==> config.mk <==
export PLATFORM = sky130hd
export DESIGN_NAME = conv_encoder_punct
export DESIGN_NICKNAME = d
export VERILOG_FILES = /design/src/rtl/conv_encoder_punct.sv
export SDC_FILE = /design/constraint.sdc
export NUM_CORES = 1
export LEC_CHECK = 0
export ABC_AREA = 1
export CAP_MARGIN = 25
export CORE_MARGIN = 2
export CORE_UTILIZATION = 50
export DETAILED_ROUTE_END_ITERATION = 6
export GPL_TIMING_DRIVEN = 0
export PLACE_DENSITY = 0.76
export SLEW_MARGIN = 20
export SYNTH_ARGS = -nofsm -noshare
export SYNTH_HDL_FRONTEND = slang
export SYNTH_SLANG_ARGS = --single-unit
==> constraint.sdc <==
create_clock -name Clock -period 2.6 [get_ports Clock]
set_input_delay 0.39 -clock Clock [delete_from_list [all_inputs] [get_ports Clock]]
set_output_delay 0.39 -clock Clock [all_outputs]
set_load 0.01 [all_outputs]
==> src/rtl/conv_encoder_punct.sv <==
// Convolutional encoder (default K=7, 133/171 octal) with rate 2/3 and 3/4 puncturing.
// Kept coded bits pass through a two-entry pending buffer using valid/ready handshakes.
module conv_encoder_punct #(
  parameter int             K  = 7,
  parameter logic [K-1:0]   G0 = 7'o133,
  parameter logic [K-1:0]   G1 = 7'o171
) (
  input  logic       Clock,
  input  logic       Reset,
  input  logic       Start,
  input  logic [1:0] Rate,
  input  logic       Input,
  input  logic       InValid,
  output logic       InReady,
  output logic       Output,
  output logic       OutValid,
  input  logic       OutReady
);

  typedef enum logic [1:0] {IDLE, EMIT1, EMIT2} state_e;

  state_e       state_q, state_d;
  logic [K-2:0] sr_q, sr_d;
  logic [1:0]   phase_q, phase_d;
  logic [1:0]   rate_q, rate_d;
  logic [1:0]   pend_q, pend_d;

  logic [K-1:0] full;
  logic         codeA, codeB;
  logic         keepA, keepB, phaseLast;
  logic         inXfer, outXfer;

  assign full    = {Input, sr_q};
  assign codeA   = ^(G0 & full);
  assign codeB   = ^(G1 & full);
  assign inXfer  = InValid & InReady;
  assign outXfer = OutValid & OutReady;

  // Rate code 11 falls into the default branch and therefore behaves as rate 1/2.
  always_comb begin
    keepA     = 1'b1;
    keepB     = 1'b1;
    phaseLast = 1'b1;
    case (rate_q)
      2'b01: begin
        phaseLast = (phase_q == 2'd1);
        if (phase_q == 2'd1) keepB = 1'b0;
      end
      2'b10: begin
        phaseLast = (phase_q == 2'd2);
        if (phase_q == 2'd1) keepB = 1'b0;
        if (phase_q == 2'd2) keepA = 1'b0;
      end
      default: ;
    endcase
  end

  always_ff @(posedge Clock or negedge Reset) begin
    if (!Reset) begin
      state_q <= IDLE;
      sr_q    <= '0;
      phase_q <= '0;
      rate_q  <= '0;
      pend_q  <= '0;
    end else begin
      state_q <= state_d;
      sr_q    <= sr_d;
      phase_q <= phase_d;
      rate_q  <= rate_d;
      pend_q  <= pend_d;
    end
  end

  // The state encodes how many coded bits are waiting; Start flushes them unsent.
  always_comb begin
    state_d = state_q;
    if (Start) begin
      state_d = IDLE;
    end else if (inXfer) begin
      state_d = (keepA && keepB) ? EMIT2 : EMIT1;
    end else if (outXfer) begin
      state_d = (state_q == EMIT2) ? EMIT1 : IDLE;
    end
  end

  always_comb begin
    OutValid = 1'b0;
    Output   = 1'b0;
    InReady  = 1'b0;
    if (Reset && !Start) begin
      OutValid = (state_q != IDLE);
      Output   = (state_q != IDLE) ? pend_q[0] : 1'b0;
      InReady  = (state_q == IDLE) || ((state_q == EMIT1) && OutReady);
    end
  end

  // New bits only load once the buffer is empty after any departure, so they overwrite it.
  always_comb begin
    sr_d    = sr_q;
    phase_d = phase_q;
    rate_d  = rate_q;
    pend_d  = pend_q;
    if (Start) begin
      sr_d    = '0;
      phase_d = '0;
      rate_d  = Rate;
      pend_d  = '0;
    end else begin
      if (outXfer) begin
        pend_d = {1'b0, pend_q[1]};
      end
      if (inXfer) begin
        sr_d    = {Input, sr_q[K-2:1]};
        phase_d = phaseLast ? 2'd0 : phase_q + 2'd1;
        pend_d  = keepA ? {codeB, codeA} : {1'b0, codeB};
      end
    end
  end

endmodule

# Yosys cells after proc, flatten, opt, wreduce, memory -nomap -nowiden

Cells that the tools add are included.

Register bits after elaboration: 14
Input bits: 8
Output and inout bits: 3

Add/subtract/negate cells: 1
Equality and inequality tests: 6
Muxes and demuxes: 23
Bitwise operators: 2
Reduce and logical (&&, ||, !) cells: 12

Operators with widths:

| cell                                           | number |
|---|---|
| 2-to-1 mux 2 bit                               | 11 |
| parity 7 bit                                   | 2 |
| 2-to-1 mux 6 bit                               | 2 |
| 2-to-1 mux 1 bit                               | 9 |
| == test 2 x 1 -> 1 bit (second input constant) | 3 |
| == test 2 bit (second input constant)          | 3 |
| nonzero test 2 bit                             | 2 |
| logical AND 1 bit                              | 3 |
| nonzero test 3 bit                             | 1 |
| adder 2 x 1 -> 2 bit (second input constant)   | 1 |
| AND 1 bit                                      | 2 |
| logical NOT 2 bit                              | 1 |
| case mux 1 bit (2 select lines)                | 1 |
| OR reduction 2 bit                             | 1 |
| logical NOT 1 bit                              | 1 |
| logical OR 1 bit                               | 1 |

# Longest topological paths before layout

Depth in word-level cells: 7
Depth in mapped cells: 10

# Worst setup path before layout

No wires, ideal clock.

Path type: input-to-output
Start: input port Reset
End: output port Output
Data arrival time: 796 ps
Required time: 2,210 ps
Path slack: 1,414 ps
Cell stages on the path: 4
Path buffers: 0
Cells stage by stage: inv_1 -> nor2_4 -> nand2_1 -> nor2_1

Longest elaborated chain between the ends: 2

RTL lines:

| item              | RTL line | source |
|---|---|---|
| start, declared   | 9        | `input logic Reset,` |
| logical AND 1 bit | 90       | `if (Reset && !Start) begin` |
| 2-to-1 mux 1 bit  | 90       |  |
| end, declared     | 15       | `output logic Output,` |

Every way passes these cells.

# Worst setup path in the final report

Start: input port Start
End: output port Output

Longest elaborated chain between the ends: 3

RTL lines:

| item              | RTL line | source |
|---|---|---|
| start, declared   | 10       | `input logic Start,` |
| logical NOT 1 bit | 90       |  |
| logical AND 1 bit | 90       |  |
| 2-to-1 mux 1 bit  | 90       |  |

Every way passes these cells.

==> impl_metrics.py <==
metrics = {
    "yosys": {
        "avgSynthCellArea_um2": 7.750,
        "synth_top_area_cell": "dfrtp_1",
        "synth_top_family_by_area": "simple AND/OR/NAND/NOR gates",
        "synth_area_leaders": "dfrtp_1 42%, nand2_1 13%, inv_1 11%",
        "synth_top_area_share_pct": 41.85,
        "netlist_area_um2": 837.1,
        "synthCells": 108,
        "yosys.area_share.adder_pct": 5.979,
        "yosysSeqAreaShare_pct": 41.85,
        "syn-num-nets": 120,
        "synthXorXnorAreaFrac_pct": 0,
        "ys_warn_count": 0,
        "ys_types": 18,
        "synth_seq_cells": 14,
        "synth_mux_area_share_pct": 0,
        "synthSimpleGateAreaFrac_pct": 28.10,
        "synth_compound_area_share_pct": 11.96,
    },
    "drt": {
        "remaining_drc_errors": 0,
        "vias": 740,
        "routed_wl_um": 1616,
        "drt_iter0_markers": 23,
        "viasPerCell": 5.362,
        "ant_nets": 0,
        "routedWlPerCell_um": 11.71,
        "drt_first_pass_iters": 4,
    },
    "final_layout": {
        "diodes": 0,
        "synthToLayoutAreaGrowth_pct": 18.09,
        "final_area_um2": 988.4,
        "final_cell_mix": "28 x nand2_1, 24 x inv_1, 14 x dfrtp_1",
        "layout.nets": 135,
        "drive_gt1_share_pct": 9.016,
        "n_fill_cell": 132,
        "layout_commonest_cell": "nand2_1",
    },
    "floorplan": {
        "die-area_mm2": 0.002017,
        "start_util_pct": 54.30,
        "rows": 14,
        "pin_count": 11,
        "fp.dieH_um": 44.92,
        "core-area_mm2": 0.001541,
        "die_x_um": 44.92,
    },
    "global_routing": {
        "grt_max_degree": 16,
        "grt_pass1_vias": 734,
        "grt_util_all_layers_pct": 20.76,
        "grt_pass1_wl_um": 3042,
        "antenna_found_initial": 0,
        "overflow": 0,
    },
    "timing": {
        "min_period_ns": 2.226,
        "fmax_ghz": 0.4492,
        "slew_headroom_pct": 75.87,
        "post-route-period-util_pct": 85.62,
        "final-hold-violation-count": 0,
        "final-setup-viol-count": 0,
        "whs_ns": 0.006121,
        "rsz0062_at_grt": "false",
        "worst_pin_slew_ns": 0.3619,
        "worst_clock_skew_ns": 0.002068,
        "slew_viol_final": 0,
    },
    "setup_path": {
        "path_class": "in -> out",
        "worst_setup_path_end_kind": "output port",
        "crit_path_start_kind": "primary input",
        "cp_data_arrival_time_ns": 1.84,
        "crit_path_max_fanout": 6,
        "cp.required_ns": 2.21,
    },
    "clock_network": {
        "cts.htree.levels": 1,
        "insertion_delay_ns": 0.28,
        "cts.sinks": 14,
        "cts_buffer_depth": 2,
        "cts_root_buf": "clkbuf_4",
        "cts_made_buffers": 3,
        "clkSlewWorstSetupHoldPaths_ns": 0.08,
        "cts_tree": "yes",
    },
    "pwr": {
        "ir_drop_mv": 0.2927,
        "power.density_mw_per_mm2": 477.5,
        "p_leak_nw": 0.5038,
    },
    "status": {
        "status": "finished, final reports clean",
    },
    "run": {
        "maxCapViolations": 0,
    },
    "placement": {
        "dp_hpwl_um": 1243,
        "placed_area_um2": 957.2,
        "port_buffers": 10,
        "place.gp.congestion": 0.8280,
    },
    "hold_path": {
        "hold_path.class": "in -> async",
    },
}
-- cell type report --
cell class                 instances  area, um^2  area share (%)
multi-input combinational         69       385.4           38.99
sequential                        14       350.3           35.44
timing repair buffer              10       95.09           9.620
inverter                          24       90.09           9.114
clock buffer                       4       36.28           3.671
tap                               16       20.02           2.025
buffer                             1       11.26           1.139
-- critical path, cell delays in order --
cell and delay, ns:
clkdlybuf4s50_1 0.52, nor2_4 0.21, nand2_1 0.09, nor2_1 0.08, clkdlybuf4s50_1 0.54
-- stage by stage --
step	setup WS, ns	TNS [ns]	util, %	power [mW]	cells
6_report	0.3740	0	64.12	0.4720	138
5_1_grt	0.2553	0	64.12	0.5035	138
4_1_cts	0.07563	0	64.37	0.4799	138
3_5_place_dp	-0.1995	-0.5309	62.09	0.3250	134
3_3_place_gp	-0.1646	-0.4289	62.09	0.3217	134
2_1_floorplan	1.414	0	-	0.2912	108
-- path summary, 6_finish.rpt --
check	start	end	slack, ns	cells past startpoint
min	Reset	sr_q[4]	0.006	1
max reg2reg	phase_q[0]	phase_q[1]	1.24	7
min reg2reg	phase_q[0]	phase_q[0]	0.51	1
max	Start	Output	0.37	5
max in group asynchronous	Reset	sr_q[3]	2.33	1
min in group Clock	phase_q[0]	phase_q[0]	0.51	1
-- routing by layer --
| layer | vias to the layer above | GRT usage, % | wire [um] |
|---|---|---|---|
| li1 | 377 | - | - |
| met1 | 339 | 27.69 | 674 |
| met2 | 20 | 33.04 | 826 |
| met3 | 4 | 5.200 | 90 |
| met4 | 0 | 7.059 | 25 |
| met5 | - | 0 | 0 |
-- power by group --
| group | leakage, nW | switching [mW] | total (mW) | internal, mW |
|---|---|---|---|---|
| sequential | 0.188 | 0.00816 | 0.237 | 0.229 |
| clock | 0.0210 | 0.0669 | 0.152 | 0.0852 |
| combinational | 0.294 | 0.0488 | 0.0832 | 0.0344 |
-- registers in the layout, summed over array words and instances (netlist names) --
| register | cells |
|---|---|
| state_q | 2 |
| rate_q | 2 |
| sr_q | 6 |
| pend_q | 2 |
| phase_q | 2 |
-- cell families after synthesis --
| logic type | after synthesis |
|---|---|
| flip-flops | 14 |
| AO/OA/AOI/OAI | 16 |
| adder cells (fa/ha/maj) | 4 |
| buffers and inverters | 25 |
| AND/OR/NAND/NOR | 49 |
-- repair_timing --
action | 4_1_cts | 5_1_grt
resized for setup | 1 | 2
endpoints found under the setup margin | 3 | 3
hold buffers | 0 | 0
setup buffers | 0 | 0
-- cells in the mapped netlist --
cell type and n:
nand4_4 1, nand2_4 1, nand3_1 13, dfrtp_1 14, nor2_1 4, nor2_4 1
o21ai_0 3, inv_1 24, nand2_1 28, ha_1 4, o21ai_1 1, a22o_1 1
buf_6 1, a21oi_1 1, o21ai_2 1, o22ai_1 8, o211ai_1 1, nor2_2 1
Note: power is estimated with default switching activity, not from simulation.
